**config.mk**
```make
export PLATFORM = sky130hd
export DESIGN_NAME = decode_stage
export DESIGN_NICKNAME = d
export VERILOG_FILES = /design/src/rtl/decode_stage_pkg.sv /design/src/rtl/ALUdecoder.sv /design/src/rtl/decode_comb.sv /design/src/rtl/decode_stage.sv
export SDC_FILE = /design/constraint.sdc
export NUM_CORES = 1
export LEC_CHECK = 0
export CORE_MARGIN = 2
export CORE_UTILIZATION = 54
export CTS_BUF_LIST = sky130_fd_sc_hd__clkbuf_16
export DETAILED_ROUTE_END_ITERATION = 8
export PLACE_DENSITY = 0.81
export SETUP_SLACK_MARGIN = 0.02
export SKIP_CTS_REPAIR_TIMING = 1
export SLEW_MARGIN = 20
export SYNTH_ARGS = -nofsm -noshare
export SYNTH_HDL_FRONTEND = slang
export SYNTH_HIERARCHICAL = 1
export SYNTH_SLANG_ARGS = --single-unit
```
**constraint.sdc**
```tcl
create_clock -name clk -period 8.4 [get_ports clk]
set_clock_uncertainty 0.1 [all_clocks]
set_input_delay 0.84 -clock clk [delete_from_list [all_inputs] [get_ports clk]]
set_output_delay 0.84 -clock clk [all_outputs]
set_load 0.1 [all_outputs]
```
**src/rtl/decode_stage_pkg.sv**
```systemverilog
// Shared decode types: opcode constants, ALU op/control codes, decoded entry struct.
// Latency: n/a (types and helpers only).
// Backpressure: n/a.
package decode_stage_pkg;

    // Storage width of pc/imm in the decoded entry; the stage slices down to XLEN.
    localparam int XLEN_MAX = 64;
    localparam int REG_W    = 5;

    typedef logic [6:0] opcode_t;

    localparam opcode_t OPC_LOAD      = 7'b0000011;
    localparam opcode_t OPC_OP_IMM    = 7'b0010011;
    localparam opcode_t OPC_AUIPC     = 7'b0010111;
    localparam opcode_t OPC_OP_IMM_32 = 7'b0011011;
    localparam opcode_t OPC_STORE     = 7'b0100011;
    localparam opcode_t OPC_OP        = 7'b0110011;
    localparam opcode_t OPC_LUI       = 7'b0110111;
    localparam opcode_t OPC_OP_32     = 7'b0111011;
    localparam opcode_t OPC_BRANCH    = 7'b1100011;
    localparam opcode_t OPC_JALR      = 7'b1100111;
    localparam opcode_t OPC_JAL       = 7'b1101111;

    // Coarse ALU class chosen from the opcode; refined by funct3/funct7.
    typedef enum logic [1:0] {
        ALU_OP_ADD    = 2'd0,
        ALU_OP_BRANCH = 2'd1,
        ALU_OP_REG    = 2'd2,
        ALU_OP_IMM    = 2'd3
    } alu_op_t;

    localparam logic [3:0] ALU_ADD  = 4'd0;
    localparam logic [3:0] ALU_SUB  = 4'd1;
    localparam logic [3:0] ALU_SLL  = 4'd2;
    localparam logic [3:0] ALU_SLT  = 4'd3;
    localparam logic [3:0] ALU_SLTU = 4'd4;
    localparam logic [3:0] ALU_XOR  = 4'd5;
    localparam logic [3:0] ALU_SRL  = 4'd6;
    localparam logic [3:0] ALU_SRA  = 4'd7;
    localparam logic [3:0] ALU_OR   = 4'd8;
    localparam logic [3:0] ALU_AND  = 4'd9;

    typedef logic [XLEN_MAX-1:0] imm_t;

    typedef struct packed {
        imm_t             pc;
        opcode_t          opcode;
        logic [2:0]       funct3;
        logic [REG_W-1:0] rd;
        logic [REG_W-1:0] rs1;
        logic [REG_W-1:0] rs2;
        imm_t             imm;
        logic [3:0]       alu_ctrl;
        logic             illegal;
    } decoded_instr_t;

    // Sign-extend a 32-bit value to the full storage width.
    function automatic imm_t sext32(input logic [31:0] v);
        return {{(XLEN_MAX-32){v[31]}}, v};
    endfunction

endpackage

```
**src/rtl/ALUdecoder.sv**
```systemverilog
// ALU control decoder: coarse ALU op plus funct3/funct7 -> 4-bit ALU control code.
// Latency: combinational.
// Backpressure: none.
module ALUdecoder
    import decode_stage_pkg::*;
(
    input  alu_op_t    alu_op,
    input  logic [2:0] funct3,
    input  logic [6:0] funct7,
    output logic [3:0] alu_ctrl
);

    // Only funct7[5] selects between add/sub and srl/sra.
    logic unused_funct7;
    assign unused_funct7 = ^{funct7[6], funct7[4:0]};

    // Map ALU class and function fields to a control code.
    always_comb begin
        alu_ctrl = ALU_ADD;
        case (alu_op)
            ALU_OP_BRANCH: begin
                case (funct3)
                    3'b000, 3'b001: alu_ctrl = ALU_SUB;
                    3'b100, 3'b101: alu_ctrl = ALU_SLT;
                    3'b110, 3'b111: alu_ctrl = ALU_SLTU;
                    default:        alu_ctrl = ALU_ADD;
                endcase
            end
            ALU_OP_REG, ALU_OP_IMM: begin
                case (funct3)
                    // addi never subtracts: its funct7 slot is immediate bits
                    3'b000:  alu_ctrl = (alu_op == ALU_OP_REG && funct7[5]) ? ALU_SUB : ALU_ADD;
                    3'b001:  alu_ctrl = ALU_SLL;
                    3'b010:  alu_ctrl = ALU_SLT;
                    3'b011:  alu_ctrl = ALU_SLTU;
                    3'b100:  alu_ctrl = ALU_XOR;
                    3'b101:  alu_ctrl = funct7[5] ? ALU_SRA : ALU_SRL;
                    3'b110:  alu_ctrl = ALU_OR;
                    default: alu_ctrl = ALU_AND;
                endcase
            end
            default: alu_ctrl = ALU_ADD;
        endcase
    end

endmodule

```
**src/rtl/decode_comb.sv**
```systemverilog
// Pure instruction decoder: raw word + pc -> decoded entry and source-usage flags.
// Latency: combinational.
// Backpressure: none.
module decode_comb
    import decode_stage_pkg::*;
#(
    parameter int XLEN = 32
)
(
    input  logic [31:0]    instr,
    input  imm_t           pc,
    output decoded_instr_t dec,
    output logic           rs1_used,
    output logic           rs2_used
);

    logic       is_r, is_i, is_s, is_b, is_u, is_j, legal;
    alu_op_t    alu_op;
    logic [6:0] funct7;
    logic [3:0] alu_raw;
    imm_t       imm;

    // Classify the opcode into an encoding format and ALU class.
    always_comb begin
        is_r   = 1'b0;
        is_i   = 1'b0;
        is_s   = 1'b0;
        is_b   = 1'b0;
        is_u   = 1'b0;
        is_j   = 1'b0;
        alu_op = ALU_OP_ADD;
        case (instr[6:0])
            OPC_OP:        begin is_r = 1'b1; alu_op = ALU_OP_REG; end
            OPC_OP_IMM:    begin is_i = 1'b1; alu_op = ALU_OP_IMM; end
            // word ops exist only on RV64; on RV32 they fall through as illegal
            OPC_OP_32:     if (XLEN == 64) begin is_r = 1'b1; alu_op = ALU_OP_REG; end
            OPC_OP_IMM_32: if (XLEN == 64) begin is_i = 1'b1; alu_op = ALU_OP_IMM; end
            OPC_LOAD,
            OPC_JALR:      is_i = 1'b1;
            OPC_STORE:     is_s = 1'b1;
            OPC_BRANCH:    begin is_b = 1'b1; alu_op = ALU_OP_BRANCH; end
            OPC_LUI,
            OPC_AUIPC:     is_u = 1'b1;
            OPC_JAL:       is_j = 1'b1;
            default:       ;
        endcase
    end

    assign legal    = is_r | is_i | is_s | is_b | is_u | is_j;
    assign rs1_used = is_r | is_i | is_s | is_b;
    assign rs2_used = is_r | is_s | is_b;
    // funct7 only carries meaning for register ops and immediate logic/shift ops
    assign funct7   = (is_r || (is_i && alu_op == ALU_OP_IMM)) ? instr[31:25] : 7'd0;

    ALUdecoder u_alu_dec (
        .alu_op   (alu_op),
        .funct3   (instr[14:12]),
        .funct7   (funct7),
        .alu_ctrl (alu_raw)
    );

    // Assemble the sign-extended immediate for the detected format.
    always_comb begin
        imm = '0;
        if (is_i)      imm = sext32({{20{instr[31]}}, instr[31:20]});
        else if (is_s) imm = sext32({{20{instr[31]}}, instr[31:25], instr[11:7]});
        else if (is_b) imm = sext32({{19{instr[31]}}, instr[31], instr[7], instr[30:25], instr[11:8], 1'b0});
        else if (is_j) imm = sext32({{11{instr[31]}}, instr[31], instr[19:12], instr[20], instr[30:21], 1'b0});
        else if (is_u) imm = sext32({instr[31:12], 12'd0});
    end

    // Build the decoded entry; unused fields and illegal words read as zero.
    always_comb begin
        dec         = '0;
        dec.pc      = pc;
        dec.opcode  = instr[6:0];
        dec.illegal = !legal;
        if (legal) begin
            dec.funct3   = (is_u || is_j) ? 3'd0 : instr[14:12];
            dec.rd       = (is_s || is_b) ? 5'd0 : instr[11:7];
            dec.rs1      = (is_u || is_j) ? 5'd0 : instr[19:15];
            dec.rs2      = rs2_used ? instr[24:20] : 5'd0;
            dec.imm      = imm;
            dec.alu_ctrl = alu_raw;
        end
    end

endmodule

```
**src/rtl/decode_stage.sv**
```systemverilog
// Registered decode stage: fetch valid/ready in, decoded entry valid/ready out.
// Latency: 1 cycle from accept to out_valid; sustains 1 instr/cycle.
// Backpressure: 2-entry (main + skid) buffer; in_ready drops when skid full, on load-use hazard or flush.
module decode_stage
    import decode_stage_pkg::*;
#(
    parameter int XLEN       = 32,
    parameter int REG_ADDR_W = 5,
    parameter int HAZARD_EN  = 1
)
(
    input  logic                  clk,
    input  logic                  reset,
    input  logic                  flush,
    input  logic                  in_valid,
    output logic                  in_ready,
    input  logic [31:0]           in_instr,
    input  logic [XLEN-1:0]       in_pc,
    input  logic                  ld_pending,
    input  logic [REG_ADDR_W-1:0] ld_rd,
    output logic                  out_valid,
    input  logic                  out_ready,
    output logic [XLEN-1:0]       out_pc,
    output logic [6:0]            out_opcode,
    output logic [2:0]            out_funct3,
    output logic [REG_ADDR_W-1:0] out_rd,
    output logic [REG_ADDR_W-1:0] out_rs1,
    output logic [REG_ADDR_W-1:0] out_rs2,
    output logic [XLEN-1:0]       out_imm,
    output logic [3:0]            out_alu_ctrl,
    output logic                  out_illegal
);

    localparam logic HAZ_ON = (HAZARD_EN != 0);

    decoded_instr_t dec_in, main_q, skid_q;
    logic           main_vld, skid_vld;
    logic           rs1_used, rs2_used, rs1_hit, rs2_hit;
    logic           hazard, accept, consume;
    logic           unused_hi;

    decode_comb #(.XLEN(XLEN)) u_decode (
        .instr    (in_instr),
        .pc       (imm_t'(in_pc)),
        .dec      (dec_in),
        .rs1_used (rs1_used),
        .rs2_used (rs2_used)
    );

    // Load-use: hold the instruction while a pending load targets a source it reads.
    assign rs1_hit  = rs1_used && (REG_ADDR_W'(dec_in.rs1) == ld_rd);
    assign rs2_hit  = rs2_used && (REG_ADDR_W'(dec_in.rs2) == ld_rd);
    assign hazard   = HAZ_ON && in_valid && ld_pending && (ld_rd != '0) && (rs1_hit || rs2_hit);

    assign in_ready = !reset && !skid_vld && !hazard && !flush;
    assign accept   = in_valid && in_ready;
    assign consume  = main_vld && out_ready;

    // Main/skid buffer: main feeds the outputs, skid catches one entry under backpressure.
    always_ff @(posedge clk or posedge reset) begin
        if (reset) begin
            main_vld <= 1'b0;
            skid_vld <= 1'b0;
            main_q   <= '0;
            skid_q   <= '0;
        end else if (flush) begin
            main_vld <= 1'b0;
            skid_vld <= 1'b0;
        end else if (consume) begin
            if (skid_vld) begin
                main_q   <= skid_q;
                skid_vld <= 1'b0;
            end else if (accept) begin
                main_q   <= dec_in;
            end else begin
                main_vld <= 1'b0;
            end
        end else if (accept) begin
            if (!main_vld) begin
                main_q   <= dec_in;
                main_vld <= 1'b1;
            end else begin
                skid_q   <= dec_in;
                skid_vld <= 1'b1;
            end
        end
    end

    assign out_valid    = main_vld;
    assign out_pc       = main_q.pc[XLEN-1:0];
    assign out_opcode   = main_q.opcode;
    assign out_funct3   = main_q.funct3;
    assign out_rd       = REG_ADDR_W'(main_q.rd);
    assign out_rs1      = REG_ADDR_W'(main_q.rs1);
    assign out_rs2      = REG_ADDR_W'(main_q.rs2);
    assign out_imm      = main_q.imm[XLEN-1:0];
    assign out_alu_ctrl = main_q.alu_ctrl;
    assign out_illegal  = main_q.illegal;

    // Bits above XLEN are stored but never presented on RV32 builds.
    assign unused_hi = ^{main_q.pc, main_q.imm};

endmodule

```
==> metrics.md <==
| Metric | Value |
|---|---|
| Die X | `between 100 and 150 µm` |
| Mean Syn Cell Area | `roughly 12 µm²` |
| Initial Util | `between 50 and 60%` |
| Clock sink count | `190` |
| Share of post-route cells with drive strength above 1 | `~11%` |
| Final nets | `about 990` |
| Most frequent cells in the layout | `190 x dfrtp_1, 170 x clkdlybuf4s50_1, 102 x nor2_1` |
| Max Clk Rate | `about 170 MHz` |
| Commonest non-fill, non-tap cell in the layout | `dfrtp_1` |
| Cells after Synth | `818` |
| Unrepaired setup endpoints after global routing | `false` |
| Crit path kind | `input pin to output port` |
| Initial drt markers | `between 400 and 500` |
| Worst setup EP type | `output port` |
| Fin Setup TNS | `0 ns` |
| Worst IR drop on VDD | `between 0.2 and 0.25 mV` |
| Antenna cells | `0` |
| Final RePlAce weighted congestion | `roughly 0.85` |
| Post-Place Cells | `between 1,000 and 1,500` |
| Lkg Pwr | `approximately 0.0058 µW` |
| Pre-CTS setup slack | `2.562 ns` |
| Die area | `0.01878 mm²` |
| Number of fill cells | `roughly 1,300` |
| Post-route setup slack | `2.526 ns` |
| Critical path arrival | `approximately 4.9 ns` |
| Clock transition at path regs | `roughly 0.07 ns` |
| Post-Route WL | `around 23,000 µm` |
| Synthesis warning total | `6` |
| Gr ovfl total | `0` |
| Final cell count without fillers | `approximately 1,200` |
| Worst-path maximum fanout | `16` |
| IO Count | `about 170` |
| Crit path buffers/inverters | `2` |
| Worst-Skew Late Latency | `~0.43 ns` |
| Max cap viols | `0` |
| Pwr dens | `281.1 mW/mm²` |
| Die Y | `around 140 µm` |
| Final Cycle Share | `approximately 70%` |
| Netlist Area Pre-Place | `approximately 0.0096 mm²` |
| Register Area | `0.004755 mm²` |
| Net count after synthesis | `893` |
| Crit path time final | `5.874 ns` |
| Gr usage total | `24.63%` |
| Largest net degree at the start of global routing | `about 120` |
| Core area | `about 0.017 mm²` |
| Slew margin rel. | `25.02%` |
| Layout Area Growth over Synthesis | `21.83%` |
| Tightest Hold Check Type | `flop to flop` |
| CTS max path bufs | `2` |
| H-tree level count | `4` |
| CP cell instances | `clkdlybuf4s50_1 > or2_2 > a211oi_4 > and2_1 > xnor2_1 > nand4_1 > o22a_1 > nor2_1 > a2111oi_0 > clkdlybuf4s50_1` |
| Slew Limit Fails | `0` |
| Initial antenna violation count | `0` |
| First-pass GRT wire length | `35,490 µm` |
| CTS Root Buffer Type | `clkbuf_16` |
| Final Hold Fails | `0` |
| Crit-path max cell delay | `~1.2 ns` |
| Delay-heaviest family, CP | `buffers and inverters` |
| PortBufs | `170` |
| CTS Buf Count | `17` |
| Most used cell, CP | `clkdlybuf4s50_1` |
| Detailed-router iteration count before antenna repair | `7` |
| Post-DRT Antenna Nets | `0` |
| DRC | `0` |
| CTS tree | `done` |
| Via Count | `6,707` |
| Hpwl dp | `roughly 14,000 µm` |
| Run status | `finished clean` |
| Hold slack | `about 0.38 ns` |
| Number of global-route vias before repair | `6,503` |
| # rows | `48` |
| CP required | `between 7 and 8 ns` |
| Final setup violation count | `0` |
| Worst path slowest cell | `clkdlybuf4s50_1` |
| Slew at the pin closest to its max-slew limit | `around 1.1 ns` |
| Wire per inst | `19.55 µm` |
| Worst setup SP type | `input pin` |
| Vias per inst | `5.807` |
| Multi-input logic area | `between 0.004 and 0.005 mm²` |
layer usage:
metal / GRT usage (%) / wire [µm]
met1: 34.74 / 10020
met2: 37.65 / 10780
met3: 5.222 / 1274
met4: 8.935 / 506
met5: 0 / 0
registers in the layout, indices dropped and copies added (netlist names), 3 cells and up:
name	count
out_rs1	5
out_funct3	3
out_pc	32
out_alu_ctrl	4
skid_q	94
out_rd	5
out_opcode	7
out_imm	32
out_rs2	5
metrics by stage:
step / cell area (µm²) / util (%) / total power, µW
after floorplan: 9559 / - / 2074
after global placement: 10980 / 63.47 / 2364
after detailed placement: 10980 / 63.47 / 2378
after CTS: 11650 / 67.33 / 3293
after global routing: 11650 / 67.33 / 3389
final: 11650 / 67.33 / 3274
layout make-up:
class,instances,area share [%]
Clock buffer,17,3.653
Clock inverter,15,2.084
Inverter,5,0.2256
Multi-Input combinational cell,527,35.80
Sequential cell,190,40.82
Tap cell,225,2.417
Timing Repair Buffer,176,15.00
final timing paths:
path                             start       endpoint  slack (ns)  cells past startpoint
min reg2reg                 skid_q[36]     skid_q[36]        0.38                      1
max                        in_instr[6]       in_ready        2.53                     10
min                         skid_q[36]     skid_q[36]        0.38                      1
max in group asynchronous        reset  out_funct3[0]        5.86                      3
max reg2reg                   skid_vld      out_pc[5]        5.20                      5
min in group asynchronous        reset       skid_vld        0.89                      2
worst register-to-register path, cell delays in order (launching register included):
cell	delay, ns
dfrtp_1	0.48
nand3_4	0.80
o2bb2ai_4	0.45
buf_4	0.89
nor2_1	0.17
a22oi_1	0.22
power breakdown:
part / total [µW] / internal [µW] / switching (µW)
clock network: 915 / 559 / 356
logic: 1230 / 296 / 937
registers: 1130 / 1050 / 75.3
total: 3270 / 1900 / 1370
(Power assumes the default switching activity.)
